`src/rtl/pc_pkg.sv`:
```
// Shared definitions for the fetch-stage PC generator.
// Default address map constants (32-bit; zero-extended when W > 32) and the
// next-PC source enumeration used by the target mux and debug trace.
package pc_pkg;

  localparam logic [31:0] DEF_RESET_PC   = 32'h0000_3000;
  localparam logic [31:0] DEF_EXC_VECTOR = 32'h0000_4180;
  localparam logic [31:0] DEF_IMEM_BASE  = 32'h0000_3000;
  localparam logic [31:0] DEF_IMEM_SIZE  = 32'h0000_4000;

  // Next-PC source, listed highest priority first.
  typedef enum logic [2:0] {
    SEL_EXC,
    SEL_ERET,
    SEL_HOLD,
    SEL_BR,
    SEL_J,
    SEL_JR,
    SEL_SEQ
  } npc_sel_e;

endpackage

```
`src/rtl/pc_target_calc.sv`:
```
// Combinational next-PC calculation.
// Builds the sequential, branch, jump and register targets and picks one with
// a fixed priority: exception > eret > stall hold > branch > j > jr > pc+4.
// Ports:
//   pc_f, pc_d, epc, reg_value : W-bit PCs / target register value
//   imm16, imm26               : branch offset, jump index
//   exc_req, eret, stall,
//   branch_jump, imm_jump,
//   reg_jump                   : redirect requests
//   npc                        : selected next PC
module pc_target_calc import pc_pkg::*; #(
  parameter int             W          = 32,
  parameter logic [W-1:0]   EXC_VECTOR = W'(DEF_EXC_VECTOR)
) (
  input  logic [W-1:0] pc_f,
  input  logic [W-1:0] pc_d,
  input  logic [W-1:0] epc,
  input  logic [W-1:0] reg_value,
  input  logic [15:0]  imm16,
  input  logic [25:0]  imm26,
  input  logic         exc_req,
  input  logic         eret,
  input  logic         stall,
  input  logic         branch_jump,
  input  logic         imm_jump,
  input  logic         reg_jump,
  output logic [W-1:0] npc
);

  logic [W-1:0] apc, bpc, ipc, pc_d4;
  npc_sel_e     sel;

  // All adds wrap modulo 2^W.
  assign apc   = pc_f + W'(4);
  assign pc_d4 = pc_d + W'(4);
  assign bpc   = pc_d4 + {{(W-18){imm16[15]}}, imm16, 2'b00};
  assign ipc   = {pc_d4[W-1:28], imm26, 2'b00};

  always_comb begin
    sel = SEL_SEQ;
    if      (exc_req)     sel = SEL_EXC;
    else if (eret)        sel = SEL_ERET;
    else if (stall)       sel = SEL_HOLD;
    else if (branch_jump) sel = SEL_BR;
    else if (imm_jump)    sel = SEL_J;
    else if (reg_jump)    sel = SEL_JR;
  end

  // Unselected targets never reach npc, so X on e.g. reg_value is harmless.
  always_comb begin
    npc = apc;
    case (sel)
      SEL_EXC:  npc = EXC_VECTOR;
      SEL_ERET: npc = epc;
      SEL_HOLD: npc = pc_f;
      SEL_BR:   npc = bpc;
      SEL_J:    npc = ipc;
      SEL_JR:   npc = reg_value;
      default:  npc = apc;
    endcase
  end

endmodule

```
`src/rtl/pc_gen.sv`:
```
// Fetch-stage program-counter generator.
// Holds the F-stage PC and the EPC register; next PC comes from
// pc_target_calc. Fetch fault flags are decoded combinationally from pc_f and
// are only reported: the exception unit answers them with exc_req.
// Ports:
//   clk, reset (async, active low)
//   stall, pc_d, branch_jump, imm_jump, reg_jump, imm16, imm26, reg_value
//   exc_req, exc_pc, exc_bd, eret, epc_we, epc_wdata
//   pc_f (registered), npc (combinational), epc
//   fetch_misaligned, fetch_out_of_range
module pc_gen import pc_pkg::*; #(
  parameter int           W          = 32,
  parameter logic [W-1:0] RESET_PC   = W'(DEF_RESET_PC),
  parameter logic [W-1:0] EXC_VECTOR = W'(DEF_EXC_VECTOR),
  parameter logic [W-1:0] IMEM_BASE  = W'(DEF_IMEM_BASE),
  parameter logic [W-1:0] IMEM_SIZE  = W'(DEF_IMEM_SIZE)
) (
  input  logic         clk,
  input  logic         reset,
  input  logic         stall,
  input  logic [W-1:0] pc_d,
  input  logic         branch_jump,
  input  logic         imm_jump,
  input  logic         reg_jump,
  input  logic [15:0]  imm16,
  input  logic [25:0]  imm26,
  input  logic [W-1:0] reg_value,
  input  logic         exc_req,
  input  logic [W-1:0] exc_pc,
  input  logic         exc_bd,
  input  logic         eret,
  input  logic         epc_we,
  input  logic [W-1:0] epc_wdata,
  output logic [W-1:0] pc_f,
  output logic [W-1:0] npc,
  output logic [W-1:0] epc,
  output logic         fetch_misaligned,
  output logic         fetch_out_of_range
);

  // Window bounds carried one bit wider so BASE+SIZE cannot wrap.
  localparam logic [W:0] WIN_LO = {1'b0, IMEM_BASE};
  localparam logic [W:0] WIN_HI = {1'b0, IMEM_BASE} + {1'b0, IMEM_SIZE};

  pc_target_calc #(.W(W), .EXC_VECTOR(EXC_VECTOR)) u_calc (
    .pc_f        (pc_f),
    .pc_d        (pc_d),
    .epc         (epc),
    .reg_value   (reg_value),
    .imm16       (imm16),
    .imm26       (imm26),
    .exc_req     (exc_req),
    .eret        (eret),
    .stall       (stall),
    .branch_jump (branch_jump),
    .imm_jump    (imm_jump),
    .reg_jump    (reg_jump),
    .npc         (npc)
  );

  always_ff @(posedge clk or negedge reset) begin
    if (!reset) pc_f <= RESET_PC;
    else        pc_f <= npc;
  end

  // eret reads the old epc through npc; a same-cycle mtc0 lands afterwards.
  always_ff @(posedge clk or negedge reset) begin
    if (!reset)      epc <= '0;
    else if (exc_req) epc <= exc_bd ? exc_pc - W'(4) : exc_pc;
    else if (epc_we)  epc <= epc_wdata;
  end

  assign fetch_misaligned   = |pc_f[1:0];
  assign fetch_out_of_range = ({1'b0, pc_f} < WIN_LO) || ({1'b0, pc_f} >= WIN_HI);

endmodule

```
`config.mk`:
```
export PLATFORM = sky130hd
export DESIGN_NAME = pc_gen
export DESIGN_NICKNAME = d
export VERILOG_FILES = /design/src/rtl/pc_pkg.sv /design/src/rtl/pc_target_calc.sv /design/src/rtl/pc_gen.sv
export SDC_FILE = /design/constraint.sdc
export NUM_CORES = 1
export LEC_CHECK = 0
export BUFFER_PORTS_ARGS = -buffer_cell sky130_fd_sc_hd__buf_2
export CORE_ASPECT_RATIO = 0.75
export CORE_MARGIN = 1.5
export CORE_UTILIZATION = 45
export CTS_CLUSTER_SIZE = 28
export DETAILED_ROUTE_END_ITERATION = 8
export HOLD_SLACK_MARGIN = 0.05
export PLACE_DENSITY_LB_ADDON = 0.1
export RECOVER_POWER = 50
export SLEW_MARGIN = 10
export SYNTH_ARGS = -nofsm -noshare
export SYNTH_HDL_FRONTEND = slang
export SYNTH_SLANG_ARGS = --single-unit
```
`constraint.sdc`:
```
create_clock -name clk -period 5 [get_ports clk]
set_input_delay 1 -clock clk [delete_from_list [all_inputs] [get_ports clk]]
set_output_delay 1 -clock clk [all_outputs]
set_load 0.005 [all_outputs]
```
# == Word-level counts from Yosys, hierarchy flattened ==
# Index checks and enable logic that the tools add are counted.
# word_totals
reg_bits,64
elab_cells,27
# op_classes
addsub,4
n_lt_le_gt_ge,2
eq_ne,5
n_mux,10
reduce_logical,4
# op_table
op,count
$pmux W32 S6,1
$mux W32,3
$add A32 B3 Y32 const B,2
$add A32 B32 Y32,1
$ge A32 B15 Y1 const B,1
$lt A32 B14 Y1 const B,1
$sub A32 B3 Y32 const B,1
$mux W3,5
$eq A3 B2 Y1 const B,2
$eq A3 B3 Y1 const B,2
$eq A3 B1 Y1 const B,1
$logic_not A3 Y1,1
$mux W2,1
$reduce_bool A2 Y1,1
$reduce_or A2 Y1,1
$logic_or A1 B1 Y1,1

# == Logic depth before layout (Yosys ltp) ==
# depth
depth_word,8
mapped_depth,16
mapped_depth_nobuf,15

# == Cells and area by module ==
# A second synthesis with hierarchy kept.
# hier_totals
hier_cells,850
hier_area_um2,6754.0
# by_module_without_submodules
module,n_inst,cells_each,area_each_um2,seq_area_each_um2
pc_target_calc,1,573,3776.1,0.0
pc_gen,1,277,2977.9,1604.0

# == Worst setup path before layout ==
# Ideal clock, no wire load.
# synth_path
path_type,input -> output
from,input pc_d[8]
to,output npc[24]
arrival_ns,3.987
required_ns,4.000
setup_slack_ns,0.013
stages,14
path_buffers,1
cell_sequence,nand4_1 nor4_1 nand3_1 nor2_1 xor2_1 ha_1 clkbuf_1 a21o_1 a21oi_1 nor3b_1 a221oi_1 a211oi_1 mux2_2 a211oi_1
# synth_between
elab_chain_len,3
# synth_lines
item,line,text
from (decl),pc_gen.sv:21,"input logic [W-1:0] pc_d,"
$add A32 B3 Y32,pc_target_calc.sv:35,assign pc_d4 = pc_d + W'(4);
$add A32 B32 Y32,pc_target_calc.sv:36,"assign bpc = pc_d4 + {{(W-18){imm16[15]}}, imm16, 2'b00};"
$pmux W32 S6,pc_target_calc.sv:52,case (sel)
to (decl),pc_gen.sv:35,"output logic [W-1:0] npc,"
# No other way between the ends.

# == Worst setup path after layout ==
# layout_path
from,input pc_d[8]
to,output npc[28]
# layout_between
elab_chain_len,3
# layout_lines
item,line
$add A32 B3 Y32 *,pc_target_calc.sv:35
$add A32 B32 Y32,pc_target_calc.sv:36
$pmux W32 S6 *,pc_target_calc.sv:52
# Mark *: on every way between the ends. The rest lies on a longest branch, timed or not.

==> metrics.txt <==
final setup vio count 6; max-slew violations 40; CTS tree yes; complex-gate fraction of the synthesized area 23.1%; H-tree Lvls 3; Synth Register Bits 64; FMAX 194 MHz; Fill cells 1,291; DP Cell Count 1,386; xor/xnor share of the synthesized area 13.2%; startpoint types primary input; Mean Syn Cell Area 7.90 µm²; failing checks max-capacitance violations, max-slew violations, negative setup slack; Area Growth Syn to Fin 48.4%; mux contribution to synthesized area 4.88%; worst vdd ir 0.151 mV; pwr dens 212 nW/µm²; Slew Limit Headroom -50.5%; Reg2Reg Setup Slack 2.32 ns; Worst-path clk slew 0.06 ns; Reg area 1600 µm²; die area 15,500 µm²; area occupied by multi-input gates 5290 µm²; Critical Path, Cell by Cell buf_6 > nand4_1 > buf_4 > nor3_4 > and3_4 > nand4_1 > xnor2_2 > ha_4 > a21oi_2 > o21a_1 > nand3_2 > nor4_2 > buf_4 > nor2_4 > a21oi_2 > mux2i_1 > or3_1 > buf_2; commonest non-fill, non-tap cell in the layout buf_2; Post-Synth Simple-Gate Area 23.1%; Synth Instances 843; drt wl/cell 18.2 µm; Placed Area 9010 µm²; GRT overflow 0; Async SR Flop Fraction 100%; Final min period 5.15 ns; Worst Hold End pc_f[1]$_DFF_PN0_; WS Path Type in -> out; CTS buffer count 9; worst path arrival time 4.15 ns; sw power 735 µW; final-report hold violation count 0; Max-cap violations 1; Least-Margin Pin Slew 2.26 ns; Comb pwr share 39.5%; GPL Wtd Cong 0.924; largest buffer count on any clock path 2; die extent in y 108 µm; status finished with violations; setup ws final -0.147 ns; first-pass GRT wire length 38.6 mm; Clock Power Share 29.8%; R2R Path Start pc_f[2]$_DFF_PN0_; Worst Setup End Kind output pin; Switching Share 35.1%; Most used DFF post-synth dfrtp_1; post-synthesis cell type count 54; Worst Hold Class reg -> reg; fin crit share 103%; TritonRoute pass-1 iters 5; initial core utilization 46.1%; RSZ-0062 raised after global routing true; sequential-to-total area share from yosys stat 24.1%; Seq pwr share 30.7%; die width 143 µm; clock skew 0.00908 ns; DRC Markers 0; critical path fanouts, max 4; final std cells w/o fill 1,414; drt via density 5.69; vias 8,039; largest net degree at the start of global routing 66; vias in the first global route 7,429; CTS Root Buffer Type clkbuf_16; largest family of logic cells by synthesized area compound AO/OA/AOI/OAI gates; Sink Count 64; hold path cells 2; Leak 0.00470 µW; initial antenna violation count 2; most frequent cells in the layout buf_2 (241), buf_4 (124), nand2_1 (84), dfrtp_1 (62), nor2_1 (57); # nets final 1,426; num rows 38; post-cts hold buffer count 0; Adder-Cell Fraction of Synth Area 7.63%; R2R depth 9; All-Layer GR Usage 31.9%; yosys warns 0; clock latency at the later pin of the worst-skew pair 0.33 ns; Post-synth EDFFs 0; Total Power 2100 µW; Post-Route WL 25.8 mm; mapped cell area 6660 µm²; drt initial violations 522; port buffer count 277; share of layout cells above drive strength 1 40.1%; post-DP HPWL 20.3 mm; HP Start pc_f[1]$_DFF_PN0_; post-route ant nets 0; Finished Cell Area 9880 µm²; worst endpoint required time 4.00 ns; I/O pin cnt 278; Syn Nets 1,063; Placeable Area 14,500 µm²; Int Pwr 1360 µW; FF-to-FF End pc_f[29]$_DFF_PN0_; Crit path largest cell delay 0.36 ns; Critical-path top delay cell or3_1
-- metal layers --
metal | vias up | GRT usage (%) | wire length [µm]
li1 | 3864 | - | -
met1 | 3770 | 40.7 | 10700
met2 | 354 | 54.1 | 12300
met3 | 49 | 7.31 | 2030
met4 | 2 | 8.53 | 662
met5 | - | 0 | 7
-- Yosys cell counts (11+ instances only) --
| library cell | count | share of area (%) |
|---|---|---|
| nand2_1 | 91 | 5.1 |
| nor2_1 | 63 | 3.6 |
| dfrtp_1 | 62 | 23 |
| a21oi_1 | 58 | 4.4 |
| o21ai_0 | 51 | 3.8 |
| xnor2_1 | 51 | 6.7 |
| xor2_1 | 49 | 6.4 |
| clkbuf_1 | 44 | 2.5 |
| ha_1 | 39 | 7.3 |
| nand3_1 | 34 | 2.6 |
| mux2i_1 | 28 | 4.2 |
| a221o_1 | 22 | 3.3 |
| inv_1 | 22 | 1.2 |
| nand4_1 | 22 | 2.1 |
| nor3_1 | 21 | 1.6 |
| a21o_1 | 16 | 1.8 |
| and3_1 | 14 | 1.3 |
| a221oi_1 | 12 | 1.6 |
| a211oi_1 | 11 | 1.2 |
| a222oi_1 | 11 | 1.7 |
-- worst max-delay path by stage --
stage / from / slack (ns) / cells past startpoint / to
2_1_floorplan: pc_d[8] / 0.01 / 14 / npc[24]
3_3_place_gp: pc_d[8] / -0.40 / 18 / npc[28]
3_5_place_dp: pc_d[6] / -0.41 / 18 / npc[28]
4_1_cts: pc_d[3] / -0.01 / 17 / npc[24]
5_1_grt: pc_d[8] / -0.32 / 18 / npc[28]
6_report: pc_d[8] / -0.15 / 18 / npc[28]
-- power groups by stage --
| stage | Combinational [µW] | Sequential, µW | Clock (µW) |
|---|---|---|---|
| final | 828 | 644 | 624 |
| after global routing | 904 | 650 | 655 |
| after CTS | 770 | 642 | 629 |
| after detailed placement | 739 | 650 | 0 |
| after global placement | 734 | 651 | 0 |
| after floorplan | 365 | 630 | 0 |
-- cell type report --
class                      count  share of cell area [%]
clock inverter                 6                   0.608
tap                          200                    2.53
timing repair buffer         403                    23.8
inverter                      22                   0.836
sequential                    64                    16.2
antenna                        3                  0.0760
multi-input combinational    706                    53.6
clock buffer                  10                    2.32
-- critical path, delay by kind of cell --
family                     cells  cell delay [ns]
xor gates and xnor gates       1             0.22
adders and majority gates      1             0.18
and+or+nand+nor                8             1.59
muxes                          1             0.09
AOI/OAI and AO/OA              3             0.46
buffers and inverters          4             0.60
-- kinds of logic (layout without fill, tap and decap cells) --
group	Yosys count	in the layout
other cells	0	3
compound gates	227	227
mux	32	32
flops	64	64
simple gates	307	307
fa+ha+maj	40	40
xor+xnor	100	100
buf+inv	73	441
-- sequential cells by signal, indices dropped and copies added (netlist names) --
signal,count
pc_f,32
epc,32
-- metrics by stage --
step | setup TNS (ns) | hold WS (ns) | worst slack (ns) | util (%)
after floorplan | 0 | 0.524 | 0.0134 | -
after global routing | -2.27 | 0.589 | -0.323 | 68.3
after CTS | -0.0213 | 0.540 | -0.0110 | 65.9
after detailed placement | -3.60 | 0.528 | -0.413 | 62.4
final | -0.396 | 0.556 | -0.147 | 68.4
after global placement | -2.84 | 0.509 | -0.398 | 62.4
-- what timing repair did --
item,in CTS,in global routing
resized for setup,46,74
endpoints found under the hold margin,0,0
buffers inserted,4,6
pin swaps,21,44
endpoints found under the setup margin,14,17
(Power assumes the default switching activity.)
